## config.mk

```make
export PLATFORM = sky130hd
export DESIGN_NAME = ekf_stage_seq
export DESIGN_NICKNAME = d
export VERILOG_FILES = /design/src/rtl/ekf_pkg.sv /design/src/rtl/ekf_cmd_fifo.sv /design/src/rtl/ekf_stage_seq.sv
export SDC_FILE = /design/constraint.sdc
export NUM_CORES = 1
export LEC_CHECK = 0
export ABC_AREA = 1
export CAP_MARGIN = 20
export CORE_MARGIN = 10
export CORE_UTILIZATION = 50
export DETAILED_ROUTE_END_ITERATION = 7
export PLACE_DENSITY = 0.72
export SYNTH_ARGS = -nofsm -noshare
export SYNTH_HDL_FRONTEND = slang
export SYNTH_HIERARCHICAL = 1
export SYNTH_SLANG_ARGS = --single-unit
```

## constraint.sdc

```tcl
create_clock -name clk -period 7.73 [get_ports clk]
set_clock_uncertainty 0.2 [all_clocks]
set_input_delay 0.773 -clock clk [delete_from_list [all_inputs] [get_ports clk]]
set_output_delay 0.773 -clock clk [all_outputs]
set_load 0.05 [all_outputs]
```

## src/rtl/ekf_pkg.sv

```systemverilog
// Shared definitions for the EKF-SLAM stage sequencer: stage codes,
// error code bits, sequencer state encoding and a stage-code check.
package ekf_pkg;

  localparam int STAGE_W = 3;

  localparam logic [STAGE_W-1:0] IDLE        = 3'd0;
  localparam logic [STAGE_W-1:0] STAGE_PRD   = 3'd1;
  localparam logic [STAGE_W-1:0] STAGE_NEW   = 3'd2;
  localparam logic [STAGE_W-1:0] STAGE_UPD   = 3'd3;
  localparam logic [STAGE_W-1:0] STAGE_ASSOC = 3'd4;

  localparam logic [1:0] ERR_TMO = 2'b01;
  localparam logic [1:0] ERR_ILL = 2'b10;

  typedef enum logic [1:0] {
    S_IDLE  = 2'd0,
    S_ISSUE = 2'd1,
    S_WAIT  = 2'd2
  } seq_state_e;

  // Only PRD..ASSOC may be sent to the Top; IDLE and codes above ASSOC are rejected.
  function automatic logic stage_legal(input logic [STAGE_W-1:0] code);
    return (code >= STAGE_PRD) && (code <= STAGE_ASSOC);
  endfunction

endpackage

```

## src/rtl/ekf_cmd_fifo.sv

```systemverilog
// Command FIFO for the stage sequencer: registered occupancy count,
// combinational head read, synchronous flush that also drops a same-cycle push.
module ekf_cmd_fifo #(
  parameter int WIDTH = 29,
  parameter int DEPTH = 8
) (
  input  logic                     clk,
  input  logic                     rst_n,
  input  logic                     flush_i,
  input  logic                     push_i,
  input  logic [WIDTH-1:0]         wdata_i,
  output logic                     ready_o,
  input  logic                     pop_i,
  output logic [WIDTH-1:0]         rdata_o,
  output logic [$clog2(DEPTH):0]   count_o
);

  localparam int AW = $clog2(DEPTH);
  localparam logic [AW:0] FULL_CNT = (AW + 1)'(DEPTH);

  logic [WIDTH-1:0] mem_q [DEPTH];
  logic [AW-1:0]    wr_ptr_q;
  logic [AW-1:0]    rd_ptr_q;
  logic [AW:0]      count_q;
  logic             do_push_s;
  logic             do_pop_s;

  // Qualify push/pop against the registered count; flush overrides both.
  always_comb begin
    do_push_s = push_i && (count_q < FULL_CNT) && !flush_i;
    do_pop_s  = pop_i && (count_q != {(AW + 1){1'b0}}) && !flush_i;
  end

  // Pointer and occupancy bookkeeping; pointers wrap naturally at DEPTH.
  always_ff @(posedge clk or negedge rst_n) begin
    if (!rst_n) begin
      wr_ptr_q <= {AW{1'b0}};
      rd_ptr_q <= {AW{1'b0}};
      count_q  <= {(AW + 1){1'b0}};
    end else if (flush_i) begin
      wr_ptr_q <= {AW{1'b0}};
      rd_ptr_q <= {AW{1'b0}};
      count_q  <= {(AW + 1){1'b0}};
    end else begin
      if (do_push_s) wr_ptr_q <= wr_ptr_q + AW'(1);
      if (do_pop_s)  rd_ptr_q <= rd_ptr_q + AW'(1);
      case ({do_push_s, do_pop_s})
        2'b10:   count_q <= count_q + (AW + 1)'(1);
        2'b01:   count_q <= count_q - (AW + 1)'(1);
        default: count_q <= count_q;
      endcase
    end
  end

  // Storage array; contents are don't-care until written.
  always_ff @(posedge clk) begin
    if (do_push_s) mem_q[wr_ptr_q] <= wdata_i;
  end

  assign ready_o = (count_q < FULL_CNT);
  assign rdata_o = mem_q[rd_ptr_q];
  assign count_o = count_q;

endmodule

```

## src/rtl/ekf_stage_seq.sv

```systemverilog
// Command-driven stage sequencer for the EKF-SLAM Top. Pops queued commands,
// pulses stage_val for PULSE_LEN cycles, then waits for the matching stage_rdy
// or a timeout. Reports latency, done strobes and a sticky error code.
module ekf_stage_seq
  import ekf_pkg::*;
#(
  parameter int ROW_LEN      = 10,
  parameter int TMO_W        = 16,
  parameter int CMD_DEPTH    = 8,
  parameter int PULSE_LEN    = 2,
  parameter int ABORT_ON_TMO = 1
) (
  input  logic                         clk,
  input  logic                         sys_rst,
  input  logic                         cmd_valid,
  output logic                         cmd_ready,
  input  logic [STAGE_W-1:0]           cmd_stage,
  input  logic [ROW_LEN-1:0]           cmd_lk,
  input  logic [TMO_W-1:0]             cmd_tmo,
  input  logic                         run,
  input  logic                         flush,
  input  logic [STAGE_W-1:0]           stage_rdy,
  output logic [STAGE_W-1:0]           stage_val,
  output logic [ROW_LEN-1:0]           l_k,
  output logic                         busy,
  output logic                         stage_done,
  output logic [TMO_W-1:0]             last_lat,
  output logic [$clog2(CMD_DEPTH):0]   fifo_level,
  output logic                         err,
  output logic [1:0]                   err_code
);

  localparam int CMD_W = STAGE_W + ROW_LEN + TMO_W;
  localparam logic [TMO_W-1:0] CNT_MAX   = {TMO_W{1'b1}};
  localparam logic [TMO_W-1:0] PULSE_END = TMO_W'(PULSE_LEN - 1);

  seq_state_e          state_q, state_d;
  logic [STAGE_W-1:0]  stage_q, stage_d;
  logic [ROW_LEN-1:0]  lk_q, lk_d;
  logic [TMO_W-1:0]    tmo_q, tmo_d;
  logic [TMO_W-1:0]    cnt_q, cnt_d;
  logic [TMO_W-1:0]    last_lat_q, last_lat_d;
  logic [1:0]          err_code_q, err_code_d;
  logic                done_q, done_d;
  logic                pop_s;
  logic                fifo_flush_s;
  logic [CMD_W-1:0]    head_s;
  logic [STAGE_W-1:0]  head_stage_s;
  logic [ROW_LEN-1:0]  head_lk_s;
  logic [TMO_W-1:0]    head_tmo_s;

  ekf_cmd_fifo #(
    .WIDTH (CMD_W),
    .DEPTH (CMD_DEPTH)
  ) u_fifo (
    .clk     (clk),
    .rst_n   (sys_rst),
    .flush_i (fifo_flush_s),
    .push_i  (cmd_valid),
    .wdata_i ({cmd_stage, cmd_lk, cmd_tmo}),
    .ready_o (cmd_ready),
    .pop_i   (pop_s),
    .rdata_o (head_s),
    .count_o (fifo_level)
  );

  assign head_stage_s = head_s[CMD_W-1 -: STAGE_W];
  assign head_lk_s    = head_s[TMO_W +: ROW_LEN];
  assign head_tmo_s   = head_s[TMO_W-1:0];

  // FSM state register.
  always_ff @(posedge clk or negedge sys_rst) begin
    if (!sys_rst) state_q <= S_IDLE;
    else          state_q <= state_d;
  end

  // Next state and datapath: flush wins, completion beats timeout.
  always_comb begin
    state_d      = state_q;
    stage_d      = stage_q;
    lk_d         = lk_q;
    tmo_d        = tmo_q;
    cnt_d        = cnt_q;
    last_lat_d   = last_lat_q;
    err_code_d   = err_code_q;
    done_d       = 1'b0;
    pop_s        = 1'b0;
    fifo_flush_s = 1'b0;
    if (flush) begin
      state_d      = S_IDLE;
      err_code_d   = 2'b00;
      fifo_flush_s = 1'b1;
    end else begin
      case (state_q)
        S_IDLE: begin
          if (run && (fifo_level != '0)) begin
            pop_s = 1'b1;
            if (stage_legal(head_stage_s)) begin
              state_d = S_ISSUE;
              stage_d = head_stage_s;
              lk_d    = head_lk_s;
              tmo_d   = head_tmo_s;
              cnt_d   = {TMO_W{1'b0}};
            end else begin
              err_code_d = err_code_q | ERR_ILL;
            end
          end else begin
            state_d = S_IDLE;
          end
        end
        S_ISSUE, S_WAIT: begin
          cnt_d = (cnt_q == CNT_MAX) ? cnt_q : cnt_q + TMO_W'(1);
          if (stage_rdy == stage_q) begin
            done_d     = 1'b1;
            last_lat_d = cnt_q;
            state_d    = S_IDLE;
          end else if ((tmo_q != {TMO_W{1'b0}}) && (cnt_q == tmo_q)) begin
            err_code_d   = err_code_q | ERR_TMO;
            state_d      = S_IDLE;
            fifo_flush_s = (ABORT_ON_TMO != 0);
          end else if ((state_q == S_ISSUE) && (cnt_q == PULSE_END)) begin
            state_d = S_WAIT;
          end else begin
            state_d = state_q;
          end
        end
        default: state_d = S_IDLE;
      endcase
    end
  end

  // Datapath registers: latched command, latency counter, status.
  always_ff @(posedge clk or negedge sys_rst) begin
    if (!sys_rst) begin
      stage_q    <= IDLE;
      lk_q       <= {ROW_LEN{1'b0}};
      tmo_q      <= {TMO_W{1'b0}};
      cnt_q      <= {TMO_W{1'b0}};
      last_lat_q <= {TMO_W{1'b0}};
      err_code_q <= 2'b00;
      done_q     <= 1'b0;
    end else begin
      stage_q    <= stage_d;
      lk_q       <= lk_d;
      tmo_q      <= tmo_d;
      cnt_q      <= cnt_d;
      last_lat_q <= last_lat_d;
      err_code_q <= err_code_d;
      done_q     <= done_d;
    end
  end

  // Outputs decoded from registered state only.
  always_comb begin
    stage_val  = (state_q == S_ISSUE) ? stage_q : IDLE;
    busy       = (state_q != S_IDLE);
    l_k        = lk_q;
    stage_done = done_q;
    last_lat   = last_lat_q;
    err_code   = err_code_q;
    err        = |err_code_q;
  end

endmodule
```

==> metrics.yaml <==
critPathLaunch: "u_fifo/rd_ptr_q[0]"
dr_total_vias: 8932
dpl_cell_area_sq_um: 14400
syn_nets: 1246
hold_class: "flip-flop to flip-flop"
cts_sinks: 308
period_needed_ns: 3.73
seq_area_sq_um: 8870
tightest_slew_ns: 0.942
drtIter0Drc: 856
p_per_area_nw_per_um2: 290
std_cell_rows: 59
synth_warnings: 6
yosysTopAreaCellShare_pct: 51.9
hold_ws_ns: 0.281
comb_power_share_pct: 20.6
start_util_pct: 51.2
cts_tree: "built"
cts-root-buf: "clkbuf_16"
multi_input_area_sq_um: 3970
nets: 1314
worstHoldStart: "last_lat[8]"
first_global_vias: 8626
fin_cells: 1628
syn_to_final_growth_pct: 14.9
vdd_ir_drop_max_mv: 0.204
antenna_found_initial: 3
crit_slowest_cell: "buf_4"
finalHoldViolCount: 0
die_area_sq_um: 33800
post-route-cell-area_sq_um: 15400
place_congestion: 0.851
setup_violations: 0
via_per_inst: 5.49
arrival_ns: 3.98
yosys-top-cells-area: "edfxtp_1 (52%), dfrtp_1 (14%), nand2_1 (7.7%)"
pin_count: 76
p_clk_share_pct: 33.7
core_area_sq_um: 26200
required_ns: 7.98
rsz0062_at_grt: "no"
worst_setup_path_end_kind: "flip-flop"
fmax_mhz: 268
drtPass1Iterations: 5
wl_per_cell_um: 17.7
timing.setup.tns_ns: 0
synth.largest_area_cell: "edfxtp_1"
finalMaxSlewViolations: 0
cp_cell_sequence: "buf_4, nor2_1, o32ai_1, nand2_1, nand2_1, nor2_1, xor2_2, nor3_4, buf_4, mux2_2"
ant_nets: 0
ys_seq_elements: 308
maxCapViolCount: 0
post-place-cells: 1568
slowest_delay_ns: 0.83
overflow: 0
syn_area_sq_um: 13400
timing.slew.headroom_pct: 37.2
path_delay_family: "buffers and inverters"
post-route-drc-count: 0
clk-insertion-delay-late_ns: 0.56
status: "completed"
grt_first_pass_wirelength_mm: 45.6
synthCells: 1199
cts_made_buffers: 31
startpoint_type: "flip-flop"
grt_max_degree: 88
synth_cell_types: 43
p_seq_share_pct: 45.7
p_int_mw: 3.15
total_power_mw: 4.48
fin_crit_sh_pct: 48.2
fp.dieH_um: 184
drt-total-wl_mm: 28.7
yosysSeqAreaShare_pct: 66.1
dp_hpwl_mm: 17.3
htree_num_levels: 1
critical_path_class: "flip-flop to flip-flop"
gr-usage-all-layers_pct: 16.7
switching_power_mw: 1.32
p_leak_nw: 5.82
sw_frac_of_total_pct: 29.5
layout-drive-gt1-share_pct: 9.29
ctsLongestPathBuffers: 3
port_buffers: 75
postSynthAreaPerCell_sq_um: 11.2
cp_max_fo: 72
dieWidth_um: 184
critPathBufInv: 2
clk_pin_slew_worst_paths_ns: 0.06
nFillCells: 2062
reg2reg_from: "u_fifo/rd_ptr_q[0]"
worst paths after layout:
kind | end | slack (ns) | cells past startpoint
min in group asynchronous | last_lat[9] | 0.45 | 2
min reg2reg | last_lat[8] | 0.28 | 2
max | l_k[7] | 4.00 | 10
max in group asynchronous | u_fifo/rd_ptr_q[0] | 5.81 | 3
min | last_lat[8] | 0.28 | 2
max reg2reg | l_k[7] | 4.00 | 10
final cells by class:
| cell class | instances | area share, % |
|---|---|---|
| tap | 335 | 2.72 |
| clock inverter | 18 | 1.48 |
| sequential | 308 | 57.5 |
| antenna | 1 | 0.0162 |
| multi-input combinational | 767 | 25.7 |
| inverter | 68 | 1.67 |
| timing repair buffer | 91 | 5.64 |
| clock buffer | 40 | 5.25 |
metrics by stage:
step                setup slack, ns  utilization (%)
floorplan                      4.20                -
global placement               4.08             54.9
detailed placement             4.03             54.9
CTS                            4.02             58.9
global route                   3.74             58.9
finish                         4.00             58.9
routing by layer:
layer / global-route usage [%] / vias to the layer above / part of all wire [%]
met2: 26.3 / 287 / 46
met1: 23.2 / 4302 / 45
met3: 2.85 / 54 / 6.5
met5: 0 / - / 0.090
li1: - / 4285 / -
met4: 5.11 / 4 / 2.5
tightest hold or removal path, stage by stage, from the launching register on:
cell and delay [ns]:
dfrtp_1 0.34, nand2_1 0.05, o21ai_0 0.06
repair_timing:
item	in CTS	in global routing
gates resized for setup	0	0
hold buffers	1	0
buffers inserted	0	0
endpoints found under the hold margin	21	0
layout by cell type, fill, tap and decap left out, types with 5 or more instances in the layout:
cell	n
buf_4	16
bufinv_16	5
clkbuf_1	9
clkbuf_16	31
clkdlybuf4s50_1	74
clkinv_2	10
dfrtp_1	74
edfxtp_1	232
ha_1	9
inv_1	61
inv_2	6
mux2_2	6
mux2_4	7
mux2i_1	29
nand2_1	277
nand3_1	26
nand4_1	8
nor2_1	181
nor2_2	12
nor3_1	5
o21ai_0	99
o21ai_2	13
o22ai_1	29
o32ai_1	29
xor2_1	13
cell families (layout without fill, tap and decap cells):
logic type	count (synthesis)	after routing	share of synthesized area, %
other cells	0	1	0
mux	42	42	3.45
xor+xnor	18	18	1.23
simple gates	519	519	15.5
flops	308	308	66.1
fa+ha+maj	10	10	0.988
compound gates	178	178	8.23
buf+inv	124	217	4.56
flip-flops by register name, indices dropped and copies added (netlist names):
signal / count
state_q: 2
u_fifo/count_o: 4
stage_done: 1
last_lat: 16
l_k: 10
err_code: 2
u_fifo/wr_ptr_q: 3
u_fifo/mem_q: 232
cnt_q: 16
u_fifo/rd_ptr_q: 3
stage_q: 3
tmo_q: 16
synthesized netlist by cell type, drive strengths merged:
| master | number |
|---|---|
| o32ai | 29 |
| o22ai | 29 |
| ha | 9 |
| nor3b | 1 |
| mux2 | 13 |
| nand2 | 277 |
| nor2 | 193 |
| o21ai | 116 |
| xnor2 | 4 |
| nand4 | 9 |
| a32o | 1 |
| nand3 | 28 |
| a21oi | 3 |
| or2 | 1 |
| mux2i | 29 |
| xor2 | 14 |
| fa | 1 |
| inv | 68 |
| edfxtp | 232 |
| dfrtp | 76 |
| nor4 | 2 |
| clkbuf | 22 |
| buf | 34 |
| nor3 | 8 |
power by group through the flow:
stage / clock [mW] / sequential (mW) / combinational (mW)
final: 1.51 / 2.05 / 0.922
after global routing: 1.60 / 2.07 / 1.02
after CTS: 1.53 / 2.05 / 0.927
after detailed placement: 0 / 2.08 / 0.922
after global placement: 0 / 2.07 / 0.904
after floorplan: 0 / 2.20 / 0.527
(Power assumes the default switching activity.)
